<file path="config.mk">
export PLATFORM = sky130hd
export DESIGN_NAME = led_pattern_sequencer_flat
export DESIGN_NICKNAME = d
export VERILOG_FILES = /design/src/rtl/led_pkg.sv /design/src/rtl/led_pattern_sequencer_if.sv /design/src/rtl/btn_debounce.sv /design/src/rtl/led_pattern_sequencer.sv /design/src/flat_wrapper.sv
export SDC_FILE = /design/constraint.sdc
export NUM_CORES = 1
export LEC_CHECK = 0
export CORE_MARGIN = 4
export CORE_UTILIZATION = 45
export DETAILED_ROUTE_END_ITERATION = 10
export HOLD_SLACK_MARGIN = 0.1
export PLACE_DENSITY = 0.66
export SLEW_MARGIN = 0
export SYNTH_ARGS = -nofsm -noshare
export SYNTH_HDL_FRONTEND = slang
export SYNTH_SLANG_ARGS = --single-unit
</file>
<file path="constraint.sdc">
create_clock -name clk -period 5.9 [get_ports clk]
set_input_delay 0.885 -clock clk [delete_from_list [all_inputs] [get_ports clk]]
set_output_delay 0.885 -clock clk [all_outputs]
set_load 0.1 [all_outputs]
</file>
<file path="src/rtl/led_pkg.sv">
// Shared types and constants for the LED pattern sequencer.
// Modes cycle ROTATE -> BOUNCE -> COUNT -> BLINK -> ROTATE on each button press.
package led_pkg;

    typedef enum logic [1:0] {
        MODE_ROTATE = 2'd0,
        MODE_BOUNCE = 2'd1,
        MODE_COUNT  = 2'd2,
        MODE_BLINK  = 2'd3
    } mode_t;

    localparam logic [3:0] SEED_ROTATE = 4'b0101;
    localparam logic [3:0] SEED_BOUNCE = 4'b0001;
    localparam logic [3:0] SEED_COUNT  = 4'b0000;
    localparam logic [3:0] SEED_BLINK  = 4'b0000;

    localparam int DEFAULT_DIV_W = 24;

    function automatic mode_t next_mode(input mode_t m);
        case (m)
            MODE_ROTATE: return MODE_BOUNCE;
            MODE_BOUNCE: return MODE_COUNT;
            MODE_COUNT:  return MODE_BLINK;
            default:     return MODE_ROTATE;
        endcase
    endfunction

    function automatic logic [3:0] mode_seed(input mode_t m);
        case (m)
            MODE_ROTATE: return SEED_ROTATE;
            MODE_BOUNCE: return SEED_BOUNCE;
            MODE_COUNT:  return SEED_COUNT;
            default:     return SEED_BLINK;
        endcase
    endfunction

endpackage

</file>
<file path="src/rtl/led_pattern_sequencer_if.sv">
// Board-facing signal bundle of the LED sequencer: button and speed in, LEDs and status out.
// The sequencer connects through the slave modport; the board or bench drives the master side.
interface led_pattern_sequencer_if;
    logic       btn;
    logic [1:0] spd;
    logic       D1;
    logic       D2;
    logic       D3;
    logic       D4;
    logic       D5;
    logic [1:0] mode;
    logic       step;

    modport master (
        output btn, spd,
        input  D1, D2, D3, D4, D5, mode, step
    );

    modport slave (
        input  btn, spd,
        output D1, D2, D3, D4, D5, mode, step
    );
endinterface

</file>
<file path="src/rtl/btn_debounce.sv">
// Push-button conditioner: two-flop synchronizer, stability counter, and a
// one-cycle press pulse on each accepted 0->1 transition of the debounced level.
module btn_debounce #(
    parameter int DEBOUNCE_CYCLES = 120000
) (
    input  logic clk,
    input  logic rst,
    input  logic btn_raw,
    output logic level,
    output logic press
);

    localparam int CNT_W = (DEBOUNCE_CYCLES > 1) ? $clog2(DEBOUNCE_CYCLES) : 1;
    localparam logic [CNT_W-1:0] CNT_LAST = CNT_W'(DEBOUNCE_CYCLES - 1);

    logic             sync_a;
    logic             sync_b;
    logic             level_d;
    logic [CNT_W-1:0] cnt;

    // NOTE: sequential state uses non-blocking assignments so every flop samples pre-edge values.
    always_ff @(posedge clk) begin
        if (rst) begin
            sync_a  <= 1'b0;
            sync_b  <= 1'b0;
            level   <= 1'b0;
            level_d <= 1'b0;
            cnt     <= '0;
        end else begin
            sync_a  <= btn_raw;
            sync_b  <= sync_a;
            level_d <= level;
            if (sync_b == level) begin
                cnt <= '0;
            end else if (cnt == CNT_LAST) begin
                level <= sync_b;
                cnt   <= '0;
            end else begin
                cnt <= cnt + 1'b1;
            end
        end
    end

    assign press = level & ~level_d;

endmodule

</file>
<file path="src/rtl/led_pattern_sequencer.sv">
// LED controller top: step prescaler scaled by spd, four-mode pattern register on D1-D4,
// heartbeat on D5, and button-driven mode cycling where a press always overrides a step.
module led_pattern_sequencer
    import led_pkg::*;
#(
    parameter int TICK_DIV        = 12000000,
    parameter int DEBOUNCE_CYCLES = 120000,
    parameter int DIV_W           = DEFAULT_DIV_W
) (
    input  logic                  clk,
    input  logic                  rst,
    led_pattern_sequencer_if.slave bus
);

    localparam logic [DIV_W-1:0] TICK_DIV_V = DIV_W'(TICK_DIV);

    mode_t            mode;
    logic [3:0]       pattern;
    logic [DIV_W-1:0] divider;
    logic             dir_up;
    logic             heartbeat;
    logic             step_q;

    logic             level;
    logic             press;

    logic [DIV_W-1:0] period_shift;
    logic [DIV_W-1:0] last_count;
    logic             at_end;
    logic [3:0]       next_pattern;
    logic             next_dir_up;

    btn_debounce #(
        .DEBOUNCE_CYCLES(DEBOUNCE_CYCLES)
    ) u_btn (
        .clk     (clk),
        .rst     (rst),
        .btn_raw (bus.btn),
        .level   (level),
        .press   (press)
    );

    // NOTE: every always_comb output gets a default first so no latch can be inferred.
    always_comb begin
        period_shift = TICK_DIV_V >> bus.spd;
        last_count   = (period_shift == '0) ? '0 : period_shift - 1'b1;
        // >= rather than == so a raised speed mid-count steps on the very next cycle.
        at_end       = (divider >= last_count);

        next_pattern = pattern;
        next_dir_up  = dir_up;
        case (mode)
            MODE_ROTATE: next_pattern = {pattern[2:0], pattern[3]};
            MODE_BOUNCE: begin
                next_pattern = dir_up ? (pattern << 1) : (pattern >> 1);
                if (next_pattern == 4'b1000) begin
                    next_dir_up = 1'b0;
                end else if (next_pattern == 4'b0001) begin
                    next_dir_up = 1'b1;
                end
            end
            MODE_COUNT:  next_pattern = pattern + 4'd1;
            default:     next_pattern = ~pattern;
        endcase
    end

    always_ff @(posedge clk) begin
        if (rst) begin
            mode      <= MODE_ROTATE;
            pattern   <= SEED_ROTATE;
            divider   <= '0;
            dir_up    <= 1'b1;
            heartbeat <= 1'b0;
            step_q    <= 1'b0;
        end else if (press) begin
            mode    <= next_mode(mode);
            pattern <= mode_seed(next_mode(mode));
            divider <= '0;
            dir_up  <= 1'b1;
            step_q  <= 1'b0;
        end else if (at_end) begin
            pattern   <= next_pattern;
            dir_up    <= next_dir_up;
            divider   <= '0;
            heartbeat <= ~heartbeat;
            step_q    <= 1'b1;
        end else begin
            divider <= divider + 1'b1;
            step_q  <= 1'b0;
        end
    end

    a_press_on_high_level : assert property (@(posedge clk) disable iff (rst) press |-> level);

    assign bus.D1   = pattern[0];
    assign bus.D2   = pattern[1];
    assign bus.D3   = pattern[2];
    assign bus.D4   = pattern[3];
    assign bus.D5   = heartbeat;
    assign bus.mode = mode;
    assign bus.step = step_q;

endmodule

</file>
<file path="src/flat_wrapper.sv">
// flat-port wrapper written by rule: the top's interface ports become plain ports
module led_pattern_sequencer_flat import led_pkg::*;
#(
    parameter int TICK_DIV        = 12000000,
    parameter int DEBOUNCE_CYCLES = 120000,
    parameter int DIV_W           = DEFAULT_DIV_W
)
  (clk, rst, bus_btn, bus_spd, bus_D1, bus_D2, bus_D3, bus_D4, bus_D5, bus_mode, bus_step);
  led_pattern_sequencer_if bus_i ();
  input  logic clk;
  input  logic rst;
  input wire logic [$bits(bus_i.btn)-1:0] bus_btn;
  input wire logic [$bits(bus_i.spd)-1:0] bus_spd;
  output wire logic [$bits(bus_i.D1)-1:0] bus_D1;
  output wire logic [$bits(bus_i.D2)-1:0] bus_D2;
  output wire logic [$bits(bus_i.D3)-1:0] bus_D3;
  output wire logic [$bits(bus_i.D4)-1:0] bus_D4;
  output wire logic [$bits(bus_i.D5)-1:0] bus_D5;
  output wire logic [$bits(bus_i.mode)-1:0] bus_mode;
  output wire logic [$bits(bus_i.step)-1:0] bus_step;
  assign bus_i.btn = bus_btn;
  assign bus_i.spd = bus_spd;
  assign bus_D1 = bus_i.D1;
  assign bus_D2 = bus_i.D2;
  assign bus_D3 = bus_i.D3;
  assign bus_D4 = bus_i.D4;
  assign bus_D5 = bus_i.D5;
  assign bus_mode = bus_i.mode;
  assign bus_step = bus_i.step;
  led_pattern_sequencer #(.TICK_DIV(TICK_DIV), .DEBOUNCE_CYCLES(DEBOUNCE_CYCLES), .DIV_W(DIV_W)) u_core (.clk(clk), .rst(rst), .bus(bus_i));
endmodule
</file>
Yosys cells after proc, flatten, opt, wreduce, memory -nomap -nowiden

Index checks and enable logic that the tools add are counted.

Equality and inequality tests: 7
Bitwise operators: 6
Order comparisons: 1
Shift operators: 1
$add $sub $neg: 4
Reductions and logical operators: 11
Mux-type cells: 12

Operators with widths:

| operator                                            | count |
|---|---|
| adder 24 x 1 -> 24 bit, second input constant       | 1 |
| >= comparator 24 bit                                | 1 |
| zero test 24 bit                                    | 1 |
| two-way mux 24 bit                                  | 1 |
| right shift 24 x 2 -> 24 bit, first input constant  | 1 |
| subtractor 24 x 1 -> 24 bit, second input constant  | 1 |
| adder 17 x 1 -> 17 bit, second input constant       | 1 |
| equality test 17 bit, second input constant         | 1 |
| two-way mux 4 bit                                   | 3 |
| one-hot mux 4 bit (3 select lines)                  | 1 |
| one-hot mux 2 bit (3 select lines)                  | 1 |
| one-hot mux 3 bit (2 select lines)                  | 1 |
| OR reduction 3 bit                                  | 2 |
| adder 4 x 1 -> 4 bit, second input constant         | 1 |
| equality test 2 x 1 -> 1 bit, second input constant | 2 |
| equality test 4 x 1 -> 1 bit, second input constant | 1 |
| equality test 4 bit, second input constant          | 1 |
| zero test 2 bit                                     | 2 |
| two-way mux 2 bit                                   | 2 |
| NOT 1 bit                                           | 4 |
| NOT 4 bit                                           | 1 |
| AND reduction 2 bit                                 | 2 |
| nonzero test 2 bit                                  | 2 |
| two-way mux 1 bit                                   | 3 |
| other kinds (5)                                     | 5 |

Bits of input ports: 5
Register bits after elaboration: 54
Logic and storage cells: 53
Output and inout bits: 8

Longest topological paths before layout

Depth after elaboration: 7
Gate-level depth with buffers: 13
Depth with buffers taken out: 12

Cells and area by module

A second synthesis with hierarchy kept.

Cells, all modules: 355
Area, all modules: 3316.9 µm²

Modules (own cells, without submodules):

| module                | sequential area each (µm²) | times used | area each (µm²) | cells an instance |
|---|---|---|---|---|
| led_pattern_sequencer | 660.6                      | 1          | 2396.0          | 258 |
| btn_debounce          | 420.4                      | 1          | 920.9           | 97 |

Worst setup path after synthesis

Ideal clock, no wire load.

Kind: in2reg
Start point: in bus_spd[0]
End point: reg u_core.dir_up
Data arrival time: 3349 ps
Setup slack: 2410 ps
Cell stages on the path: 11
Buffers on the path: 1
Library setup time: 141 ps
Required time: 5759 ps
Path through: inv_1 ha_1 nor4b_1 xor2_1 ha_1 and4_1 nand4_2 or3_1 buf_6 a2111oi_4 o221ai_2

Word-level cells in the longest chain between the ends: 5

Ends and longest elaborated chain:

| element                                                         | line                        | source |
|---|---|---|
| from (decl)                                                     | flat_wrapper.sv:13          | `input wire logic [$bits(bus_i.spd)-1:0] bus_spd;` |
| right shift 24 x 2 -> 24 bit (*)                                | led_pattern_sequencer.sv:45 | `period_shift = TICK_DIV_V >> bus.spd;` |
| subtractor 24 x 1 -> 24 bit or zero test 24 bit (tied branches) | led_pattern_sequencer.sv:46 | `last_count = (period_shift == '0) ? '0 : period_shift - 1'b1;` |
| two-way mux 24 bit (*)                                          | led_pattern_sequencer.sv:46 |  |
| >= comparator 24 bit (*)                                        | led_pattern_sequencer.sv:48 | `at_end = (divider >= last_count);` |
| AND reduction 3 bit (no line) (*)                               | n/a                         |  |
| to (signal assigned)                                            | led_pattern_sequencer.sv:83 | `dir_up <= next_dir_up;` |
| to (decl)                                                       | led_pattern_sequencer.sv:20 | `logic dir_up;` |

Mark *: on every way between the ends. The rest lies on a longest branch, timed or not.
A chain may end at the register's enable or synchronous reset.

Worst setup path after layout

Start point: in bus_spd[1]
End point: reg u_core.dir_up

The elaborated chain is that of the path after synthesis.

==> reports/qor.txt <==
status: finished, final reports clean
dpl cells: 446
Yosys cell types: 53
IO Pins: 13
Max clock buf depth: 2
period utilization: 0.710
critical path required time: 6080 ps
Synth Cell Area: 3170 um^2
num rows: 30
Die X-Extent: 91.9 um
post-CTS setup buffers: 0
fraction of layout cells with a size suffix above 1: 0.0866
commonest non-fill, non-tap cell in the layout: dfxtp_1
initial antenna violation count: 0
initial DRC count: 98
Slew Limit Headroom: 0.347
Avg Cell Area, Syn: 9.16 um^2
CTS Buf Count: 5
CTS tree: yes
die footprint: 8450 um^2
final hold vios: 0
# fillers: 675
Crit Path Category: in -> reg
core area: 6830 um^2
# setup viols final: 0
drt pass-1 iters: 4
nets: 401
Sink Count: 54
largest net degree at the start of global routing: 24
worst hold path type: reg -> reg
DPL Wire Length: 4200 um
Antenna Nets Post-Route: 0
sequential share of the synthesized area: 0.341
VDD IR max: 0.104 mV
PwrDens: 182 nW/um^2
Post-CTS Hold Fix Bufs: 0
H-tree levels: 2
crit end category: register
P_leak: 1.39 nW
gr ovfl total: 0
worst slew pin tran: 977 ps
Slew Viols, Final: 0
max-cap violations: 0
setup TNS: 0 ps
Clock transition at path regs: 110 ps
drt wl/cell: 12.7 um
Vias per Instance: 5.17
CP Max Fanout: 9
Async SR Flop Fraction: 0
Worst Setup Start Kind: input pin
Layout area overhead: 8.76%
first-pass GRT wire length: 10200 um
vias in the first global route: 2298
Initial Utilization: 0.464
Ant. Diodes: 0
post-CTS resize count: 0
Worst Skew: 7.01 ps
yosys warns: 0
flops & latches, synth: 54
routability cong.: 0.837
CTS root buffer: clkbuf_8
total number of vias: 2346
Mapped Cells: 346
most frequent cells in the layout: 54 x dfxtp_1, 47 x nor2_1, 39 x ha_1
port buffer count: 12
Worst EP arrival: 4370 ps
Post-synth EDFFs: 0
FMAX: 239 MHz
Tot GR Track Use: 0.144
Clk Latency, worst-skew pair: 310 ps
Synth Flop Type: dfxtp_1
RSZ-0062 raised after global routing: false
Die Height: 91.9 um
Pwr Total: 0.629 mW
final non-filler cell total: 454
final WL: 5760 um
hold slack final: 448 ps
fin crit period: 4190 ps
DRC violations left: 0
-- synth_stat cells, types with 7 or more instances --
| cell type | number | area (um^2) |
|---|---|---|
| inv_1 | 12 | 45.0 |
| nand4_1 | 7 | 43.8 |
| xor2_1 | 26 | 228 |
| nor2b_1 | 9 | 56.3 |
| nor2_1 | 47 | 176 |
| dfxtp_1 | 54 | 1080 |
| a21oi_1 | 7 | 35.0 |
| nand2_1 | 18 | 67.6 |
| nand3_1 | 25 | 125 |
| ha_1 | 39 | 488 |
| and3_1 | 10 | 62.6 |
| xnor2_1 | 14 | 123 |
| nor2_2 | 11 | 68.8 |
-- power breakdown --
group / internal [mW] / switching (mW) / leakage, nW
clock network: 0.0884 / 0.135 / 0.0502
registers: 0.367 / 0.00267 / 0.436
logic: 0.0140 / 0.0218 / 0.901
-- logic make-up after synthesis --
group / Yosys count / share of synthesized area
simple gates: 151 / 0.248
flops: 54 / 0.341
xor+xnor: 40 / 0.110
fa+ha+maj: 39 / 0.154
compound gates: 36 / 0.0987
buf+inv: 22 / 0.0355
mux: 3 / 0.0110
other cells: 1 / 0.00118
-- routing by layer --
metal	track usage	part of all wire	routed length [um]	vias up
met5	0	0	0	-
met4	0.0458	0.0092	53	0
met3	0.0271	0.023	132	6
met2	0.227	0.45	2600	24
met1	0.200	0.52	2970	1094
li1	-	-	-	1222
-- final timing paths --
check | from | endpoint | slack, ps | cells past startpoint
worst min-delay path | u_core.u_btn.sync_a | u_core.u_btn.sync_b | 450 | 1
worst min register to register | u_core.u_btn.sync_a | u_core.u_btn.sync_b | 450 | 1
worst max register to register | u_core.divider[8] | u_core.divider[16] | 3500 | 7
worst max-delay path | bus_spd[1] | u_core.dir_up | 1710 | 11
-- layout make-up --
class | count | area, um^2 | area share
clock buffer | 5 | 68.8 | 0.0200
clock inverter | 3 | 28.8 | 0.00835
inverter | 12 | 45.0 | 0.0131
multi-input combinational | 272 | 1980 | 0.575
sequential | 54 | 1080 | 0.313
tap | 96 | 120 | 0.0348
timing repair buffer | 12 | 120 | 0.0348
-- critical path: stages --
cell	delay, ps
clkdlybuf4s50_1	620
inv_1	160
ha_1	340
nor4b_1	360
xor2_1	130
ha_1	320
and4_1	250
nand4_2	130
or3_1	590
a2111oi_4	430
o221ai_2	130
-- state kept, by name, summed over array words and instances, names as in the netlist --
signal,count
u_core.bus.step,1
u_core.u_btn.level_d,1
u_core.divider,24
u_core.u_btn.sync_b,1
u_core.u_btn.cnt,17
u_core.pattern,4
u_core.u_btn.sync_a,1
u_core.bus.D5,1
u_core.dir_up,1
u_core.bus.mode,2
u_core.u_btn.level,1
-- through the flow --
| step | setup slack (ps) | instance area (um^2) | utilization |
|---|---|---|---|
| floorplan | 2410 | 3180 | - |
| global placement | 1550 | 3350 | 0.490 |
| detailed placement | 1420 | 3350 | 0.490 |
| CTS | 1720 | 3450 | 0.505 |
| global route | 1560 | 3450 | 0.505 |
| finish | 1710 | 3450 | 0.505 |
Note: power is estimated with default switching activity, not from simulation.
